==> src/rtl/fetch_stall_pipe.sv <==
// Fetch side of the load-use hazard interface: PC, two-slot IF/ID bundle register
// and ID/EX control register, with stall/bubble handling and branch redirects.
//
// state    | meaning
// ---------+-----------------------------------------------------------
// BOOT     | first cycle after reset; PC holds, ID/EX gets a bubble
// RUN      | normal fetch, no stall requested last edge
// STALL    | at least one hazard enable was active last edge
// REDIRECT | one cycle after a taken branch; fetches the target bundle
module fetch_stall_pipe #(
    parameter int              PC_W      = 8,
    parameter int              INSTR_W   = 16,
    parameter int              CTRL_W    = 12,
    parameter logic [PC_W-1:0] RESET_PC  = '0,
    parameter int              MAX_STALL = 8
) (
    input  logic                 clk,
    input  logic                 reset,
    input  logic                 pc_write,
    input  logic                 if_id_write,
    input  logic                 id_ex_control_value,
    input  logic                 branch_taken,
    input  logic [PC_W-1:0]      branch_target,
    output logic [PC_W-1:0]      imem_addr,
    input  logic [2*INSTR_W-1:0] imem_bundle,
    output logic [INSTR_W-1:0]   if_id_instr0,
    output logic [INSTR_W-1:0]   if_id_instr1,
    output logic [PC_W-1:0]      if_id_pc,
    output logic                 if_id_valid,
    input  logic [CTRL_W-1:0]    id_ctrl_in,
    output logic [CTRL_W-1:0]    id_ex_ctrl,
    output logic                 id_ex_valid,
    output logic [15:0]          stall_count,
    output logic                 stall_timeout,
    output logic [1:0]           state
);

    typedef enum logic [1:0] {
        BOOT     = 2'd0,
        RUN      = 2'd1,
        STALL    = 2'd2,
        REDIRECT = 2'd3
    } state_t;

    localparam int RUN_W = (MAX_STALL < 1) ? 1 : $clog2(MAX_STALL + 1);
    localparam logic [RUN_W-1:0] RUN_LOAD = RUN_W'(MAX_STALL);

    state_t           state_q;
    logic [PC_W-1:0]  pc_q;
    // Stall-run timer counts down from MAX_STALL; a stalled edge at zero is run MAX_STALL+1.
    logic [RUN_W-1:0] run_left;
    logic             stall_req;

    assign stall_req = !pc_write || !if_id_write || id_ex_control_value;
    assign imem_addr = pc_q;
    assign state     = state_q;

    always_ff @(posedge clk) begin
        if (!reset) begin
            pc_q          <= RESET_PC;
            if_id_instr0  <= '0;
            if_id_instr1  <= '0;
            if_id_pc      <= '0;
            if_id_valid   <= 1'b0;
            id_ex_ctrl    <= '0;
            id_ex_valid   <= 1'b0;
            stall_count   <= '0;
            stall_timeout <= 1'b0;
            run_left      <= RUN_LOAD;
            state_q       <= BOOT;
        end else if (state_q == BOOT) begin
            if_id_valid <= 1'b0;
            id_ex_ctrl  <= '0;
            id_ex_valid <= 1'b0;
            state_q     <= RUN;
        end else if (branch_taken) begin
            pc_q         <= branch_target;
            if_id_instr0 <= '0;
            if_id_instr1 <= '0;
            if_id_pc     <= '0;
            if_id_valid  <= 1'b0;
            id_ex_ctrl   <= '0;
            id_ex_valid  <= 1'b0;
            run_left     <= RUN_LOAD;
            state_q      <= REDIRECT;
        end else if (state_q == REDIRECT) begin
            // ID holds a NOP here, so any hazard request is spurious and ignored.
            pc_q         <= pc_q + 1'b1;
            if_id_instr0 <= imem_bundle[INSTR_W-1:0];
            if_id_instr1 <= imem_bundle[2*INSTR_W-1:INSTR_W];
            if_id_pc     <= pc_q;
            if_id_valid  <= 1'b1;
            id_ex_ctrl   <= '0;
            id_ex_valid  <= 1'b0;
            state_q      <= RUN;
        end else begin
            if (pc_write) begin
                pc_q <= pc_q + 1'b1;
            end
            if (if_id_write) begin
                if_id_instr0 <= imem_bundle[INSTR_W-1:0];
                if_id_instr1 <= imem_bundle[2*INSTR_W-1:INSTR_W];
                if_id_pc     <= pc_q;
                if_id_valid  <= 1'b1;
            end
            if (id_ex_control_value) begin
                id_ex_ctrl  <= '0;
                id_ex_valid <= 1'b0;
            end else begin
                id_ex_ctrl  <= id_ctrl_in;
                id_ex_valid <= if_id_valid;
            end
            if (stall_req) begin
                state_q <= STALL;
                if (stall_count != 16'hFFFF) begin
                    stall_count <= stall_count + 16'd1;
                end
                if (run_left == '0) begin
                    stall_timeout <= 1'b1;
                end else begin
                    run_left <= run_left - 1'b1;
                end
            end else begin
                state_q  <= RUN;
                run_left <= RUN_LOAD;
            end
        end
    end

endmodule

==> config.mk <==
export PLATFORM = sky130hd
export DESIGN_NAME = fetch_stall_pipe
export DESIGN_NICKNAME = d
export VERILOG_FILES = /design/src/rtl/fetch_stall_pipe.sv
export SDC_FILE = /design/constraint.sdc
export NUM_CORES = 1
export LEC_CHECK = 0
export CAP_MARGIN = 15
export CORE_ASPECT_RATIO = 0.5
export CORE_MARGIN = 5
export CORE_UTILIZATION = 39
export CTS_CLUSTER_DIAMETER = 30
export DETAILED_ROUTE_END_ITERATION = 8
export PLACE_DENSITY = 0.76
export SLEW_MARGIN = 20
export SYNTH_ARGS = -nofsm -noshare
export SYNTH_HDL_FRONTEND = slang
export SYNTH_SLANG_ARGS = --single-unit
==> constraint.sdc <==
create_clock -name clk -period 1.6 [get_ports clk]
set_clock_uncertainty 0.2 [all_clocks]
set_input_delay 0.4 -clock clk [delete_from_list [all_inputs] [get_ports clk]]
set_output_delay 0.4 -clock clk [all_outputs]
set_load 0.01 [all_outputs]
-- Word level (Yosys, flattened, before mapping)
Index checks and enable logic that the tools add are counted.
- equal/unequal tests: 4
- bitwise gates (word level): 4
- $add $sub $neg: 3
- reductions and logical operators: 17
- multiplexer cells: 22
- operators by type and width (kind ; count):
    $mux 16 ; 6
    $mux 8 ; 6
    $add 16x1->16 const B ; 1
    $mux 4 ; 4
    $ne 16x16->1 const B ; 1
    $reduce_and 5->1 ; 2
    $add 8x1->8 const B ; 1
    $mux 2 ; 3
    $reduce_bool 3->1 ; 2
    $reduce_or 5->1 ; 1
    $logic_not 4->1 ; 1
    $not 1->1 ; 4
    $reduce_and 2->1 ; 2
    $sub 4x1->4 const B ; 1
    $mux 1 ; 3
    $ne 3x3->1 const B ; 1
    $reduce_and 3->1 ; 1
    $reduce_or 3->1 ; 1
    $eq 2x2->1 const B ; 1
    $logic_not 1->1 ; 2
    $logic_not 2->1 ; 1
    $logic_or 1x1->1 ; 2
    $ne 2x2->1 const B ; 1
    $reduce_bool 2->1 ; 1
    $reduce_or 2->1 ; 1
- register bits after elaboration: 85
- word-level logic and storage cells: 62
- bits of input ports: 58

-- Longest topological paths before layout
- depth after elaboration: 7
- depth in mapped cells: 6
- mapped depth without buffers: 6

-- Least setup slack after synthesis
No wires, ideal clock.
- path type: register to register
- from: register stall_count[0]
- to: register stall_count[11]
- required time: 1.271 ns
- period minus slack after synthesis: 1.839 ns
- cell stages (with the launch flop): 6
- path buffers: 0
- setup slack: -0.239 ns
- arrival: 1.509 ns
- cells stage by stage: dfxtp_1 > ha_1 > inv_1 > nor4_1 > nor4_1 > mux2i_1
- word-level cells in the longest chain between the ends: 2
- RTL lines (element ; RTL line ; text):
    start, declared ; 33 ; output logic [15:0] stall_count,
    start signal, assigned ; 116 ; stall_count <= stall_count + 16'd1;
    branches (longest 2 deep; another with $add 16x1->16) ; n/a ;
Parallel ways; which one is timed is not known.
A chain may end at the register's enable or synchronous reset.

-- Worst setup path in the final report
- from: register state_q[1] (netlist: state[1])
- to: register stall_count[7]
- word-level cells in the longest chain between the ends: 3
- RTL lines (element ; RTL line ; text):
    start, declared ; 48 ; state_t state_q;
    start signal, assigned ; 70 ; state_q <= BOOT;
    start signal, assigned ; 75 ; state_q <= RUN;
    start signal, assigned ; 85 ; state_q <= REDIRECT;
    $eq 2x2->1 or $logic_not 2->1 (tied branches) ; 86, 71 ;
    $not 1->1 (no source line) ; n/a ;
    $reduce_and 5->1 (no source line) (*) ; n/a ;
Mark *: on every way between the ends. The rest lies on a longest branch, timed or not.

==> impl_results.md <==
- Post-synth top flop: dfxtp_1
- Mux cell area share after synthesis: 3.08%
- Area delta synth->final: 91.0%
- Reg2Reg Setup Slack: -0.13 ns
- Core region area: 8830 um^2
- Clock Latency Late Sink: 0.35 ns
- Largest family of logic cells by synthesized area: simple AND/OR/NAND/NOR gates
- GPL Wtd Cong: 0.836
- Worst vdd ir: 0.707 mV
- PD cells: 878 nW/um^2
- Synth Area in Compound Gates: 14.7%
- Num CTS Buffers: 9
- Hold Crit Class: reg -> reg
- Final TNS setup: -2.15 ns
- Antenna Violating Nets Remaining: 0
- Sequential-to-total area share from yosys stat: 47.6%
- N_diodes: 0
- Dominant cell type by area after synthesis: dfxtp_1
- CP Launch Type: flop
- Initial core utilization: 40.5%
- Failing checks: negative setup slack
- Synth top area share: 47.6%
- Clock Sinks: 85
- # DRC: 0
- Post-CTS Hold Fix Bufs: 0
- Transition time of the tightest slew-check pin: 0.425 ns
- Crit share post-route: 108%
- Synthesized area: 3570 um^2
- Row count: 24
- Final wirelength: 14700 um
- Post-synth top cells: dfxtp_1 (85), nand2_1 (66), a21oi_1 (55), nand3_1 (48), clkbuf_1 (24)
- Syn Area/Cell: 8.35 um^2
- Top-count cell post-synth: dfxtp_1
- Leakage: 2.85 nW
- Number of port buffers: 138
- Via count: 4259
- Minimum clock period: 1.73 ns
- Critical path required time: 1.67 ns
- Final hold violations: 0
- WL/cell: 19.2 um
- Routed vias/inst: 5.57
- Final Setup Violations: 53
- CTS tree: done
- Post-synth EDFFs: 0
- Synthesized Nets: 490
- Layout Nets: 705
- I/O pin cnt: 139
- Die height: 77.7 um
- CP max stage cell: or4_4
- Number of global-route vias before repair: 3762
- Slowest Stage Delay on Critical Path: 0.55 ns
- Total GRT Usage: 20.0%
- Cells along the critical path: xor2_4 > nand3_4 > or4_4 > a21oi_2
- Initial antenna violation count: 0
- Slew margin rel.: 71.5%
- Distinct cell type count after synthesis: 45
- Worst-path fanout max: 6
- First drt pass iteration count: 5
- Smallest hold slack: 0.249 ns
- Clock buffer depth: 2
- First DRT Iteration DRCs: 304
- Max-cap violations: 0
- Worst setup margin: -0.134 ns
- Worst-path clk slew: 0.06 ns
- CP Class: reg -> reg
- H-tree levels: 3
- Synth top area cells: dfxtp_1 (48%), a21oi_1 (7.7%), nand2_1 (6.9%), nand3_1 (6.7%), mux2i_1 (3.1%)
- Die footprint: 11300 um^2
- Total congestion overflow: 0
- First-pass GRT wire length: 18600 um
- Post-synth ARST share: 0%
- Critical path's top delay family: simple AND/OR/NAND/NOR gates
- Largest net degree at the start of global routing: 23
- Worst Path Arrival: 1.80 ns
- Pins over their slew limit: 0
- Syn. warnings: 0
- Simple-Gate Fraction of Synth Area: 28.1%
- Fmax: 577 MHz
- Adder-cell share of the synthesized area: 1.40%
- Fill cells: 511
- Status: finished with violations
- Die X: 145 um
- Cell count after synthesis: 428
- Root Buffer: clkbuf_16
- Share of layout cells above drive strength 1: 46.1%
- Yosys reg bits: 85
- Post-detail-place hpwl: 8220 um
- Worst Path Buf+Inv: 0
- Unrepaired setup endpoints after global routing: yes
- Critical Path End Type: flop
- XOR/XNOR Fraction of Synth Area: 0.490%
==> per-layer routing <==
metal	vias to the layer above	part of all wire [%]	GRT usage (%)
met5	-	0	0
met4	0	3.1	6.70
met3	44	6.4	5.70
met2	199	51	36.2
met1	2061	39	23.1
li1	1955	-	-
==> worst min-delay path, stage by stage, from the launching register on <==
cell     delay, ns
dfxtp_1       0.31
nand2_1       0.05
a21oi_1       0.05
==> sequential cells by signal, summed over array words and instances, names as in the netlist, 2 cells and up <==
signal and count:
id_ex_ctrl 12, if_id_instr0 16, if_id_instr1 16, if_id_pc 8, imem_addr 8, run_left 4, stall_count 16, state 2
==> power breakdown <==
group | switching, mW | internal [mW]
Sequential | 0.0958 | 2.21
Clock | 0.917 | 1.32
Combinational | 0.725 | 0.719
==> layout make-up <==
type                       instances  area, um^2  share of cell area [%]
inverter                           6        25.0                   0.367
clock buffer                      11         254                    3.72
tap                              117         146                    2.15
timing repair buffer             232        2090                    30.6
clock inverter                     5        63.8                   0.935
multi-input combinational        309        2480                    36.3
sequential                        85        1770                    25.9
==> final timing paths <==
path,start,cells past startpoint,to
worst max-delay path,state[1]$_SDFF_PP0_,4,stall_count[7]$_SDFFE_PN0P_
worst min-delay path,if_id_instr0[1]$_SDFFE_PN0P_,2,if_id_instr0[1]$_SDFFE_PN0P_
worst max register to register,state[1]$_SDFF_PP0_,4,stall_count[7]$_SDFFE_PN0P_
worst min register to register,if_id_instr0[1]$_SDFFE_PN0P_,2,if_id_instr0[1]$_SDFFE_PN0P_
==> metrics by stage <==
| step | instance area, um^2 | setup WS [ns] | power, mW | utilization (%) | std cells |
|---|---|---|---|---|---|
| floorplan | 3730 | -0.0173 | 2.80 | - | 428 |
| global placement | 5630 | -0.561 | 3.35 | 63.7 | 721 |
| detailed placement | 5630 | -0.681 | 3.37 | 63.7 | 721 |
| CTS | 6110 | -0.0973 | 5.54 | 69.2 | 745 |
| global route | 6820 | -0.188 | 6.19 | 77.3 | 765 |
| finish | 6820 | -0.134 | 5.99 | 77.3 | 765 |
==> kinds of logic after synthesis <==
logic type / Yosys count
buffers and inverters: 35
adder cells (fa/ha/maj): 4
AND/OR/NAND/NOR: 198
AO/OA/AOI/OAI: 93
flip-flops: 85
multiplexers: 11
XOR/XNOR: 2
==> cells in the final DEF, fill, tap and decap left out, types with 12 or more instances in the layout <==
| cell | Yosys | final |
|---|---|---|
| dfxtp_2 | 0 | 12 |
| dfxtp_4 | 0 | 13 |
| clkbuf_16 | 0 | 14 |
| a21oi_2 | 0 | 37 |
| dlygate4sd2_1 | 0 | 28 |
| nand3_1 | 48 | 45 |
| a21oi_1 | 55 | 17 |
| nand2_4 | 0 | 23 |
| buf_4 | 1 | 65 |
| dfxtp_1 | 85 | 60 |
| clkdlybuf4s50_1 | 0 | 53 |
| and2_1 | 16 | 15 |
| buf_6 | 2 | 20 |
| nand2_1 | 66 | 32 |
| clkdlybuf4s15_1 | 0 | 21 |
| clkbuf_2 | 0 | 28 |
==> timing repair <==
| action | in CTS | in global routing |
|---|---|---|
| resized for setup | 160 | 233 |
| setup endpoints to repair | 163 | 100 |
| buffers inserted | 10 | 14 |
| gates cloned | 0 | 8 |
| pin swaps | 18 | 81 |
Note: power is estimated with default switching activity, not from simulation.
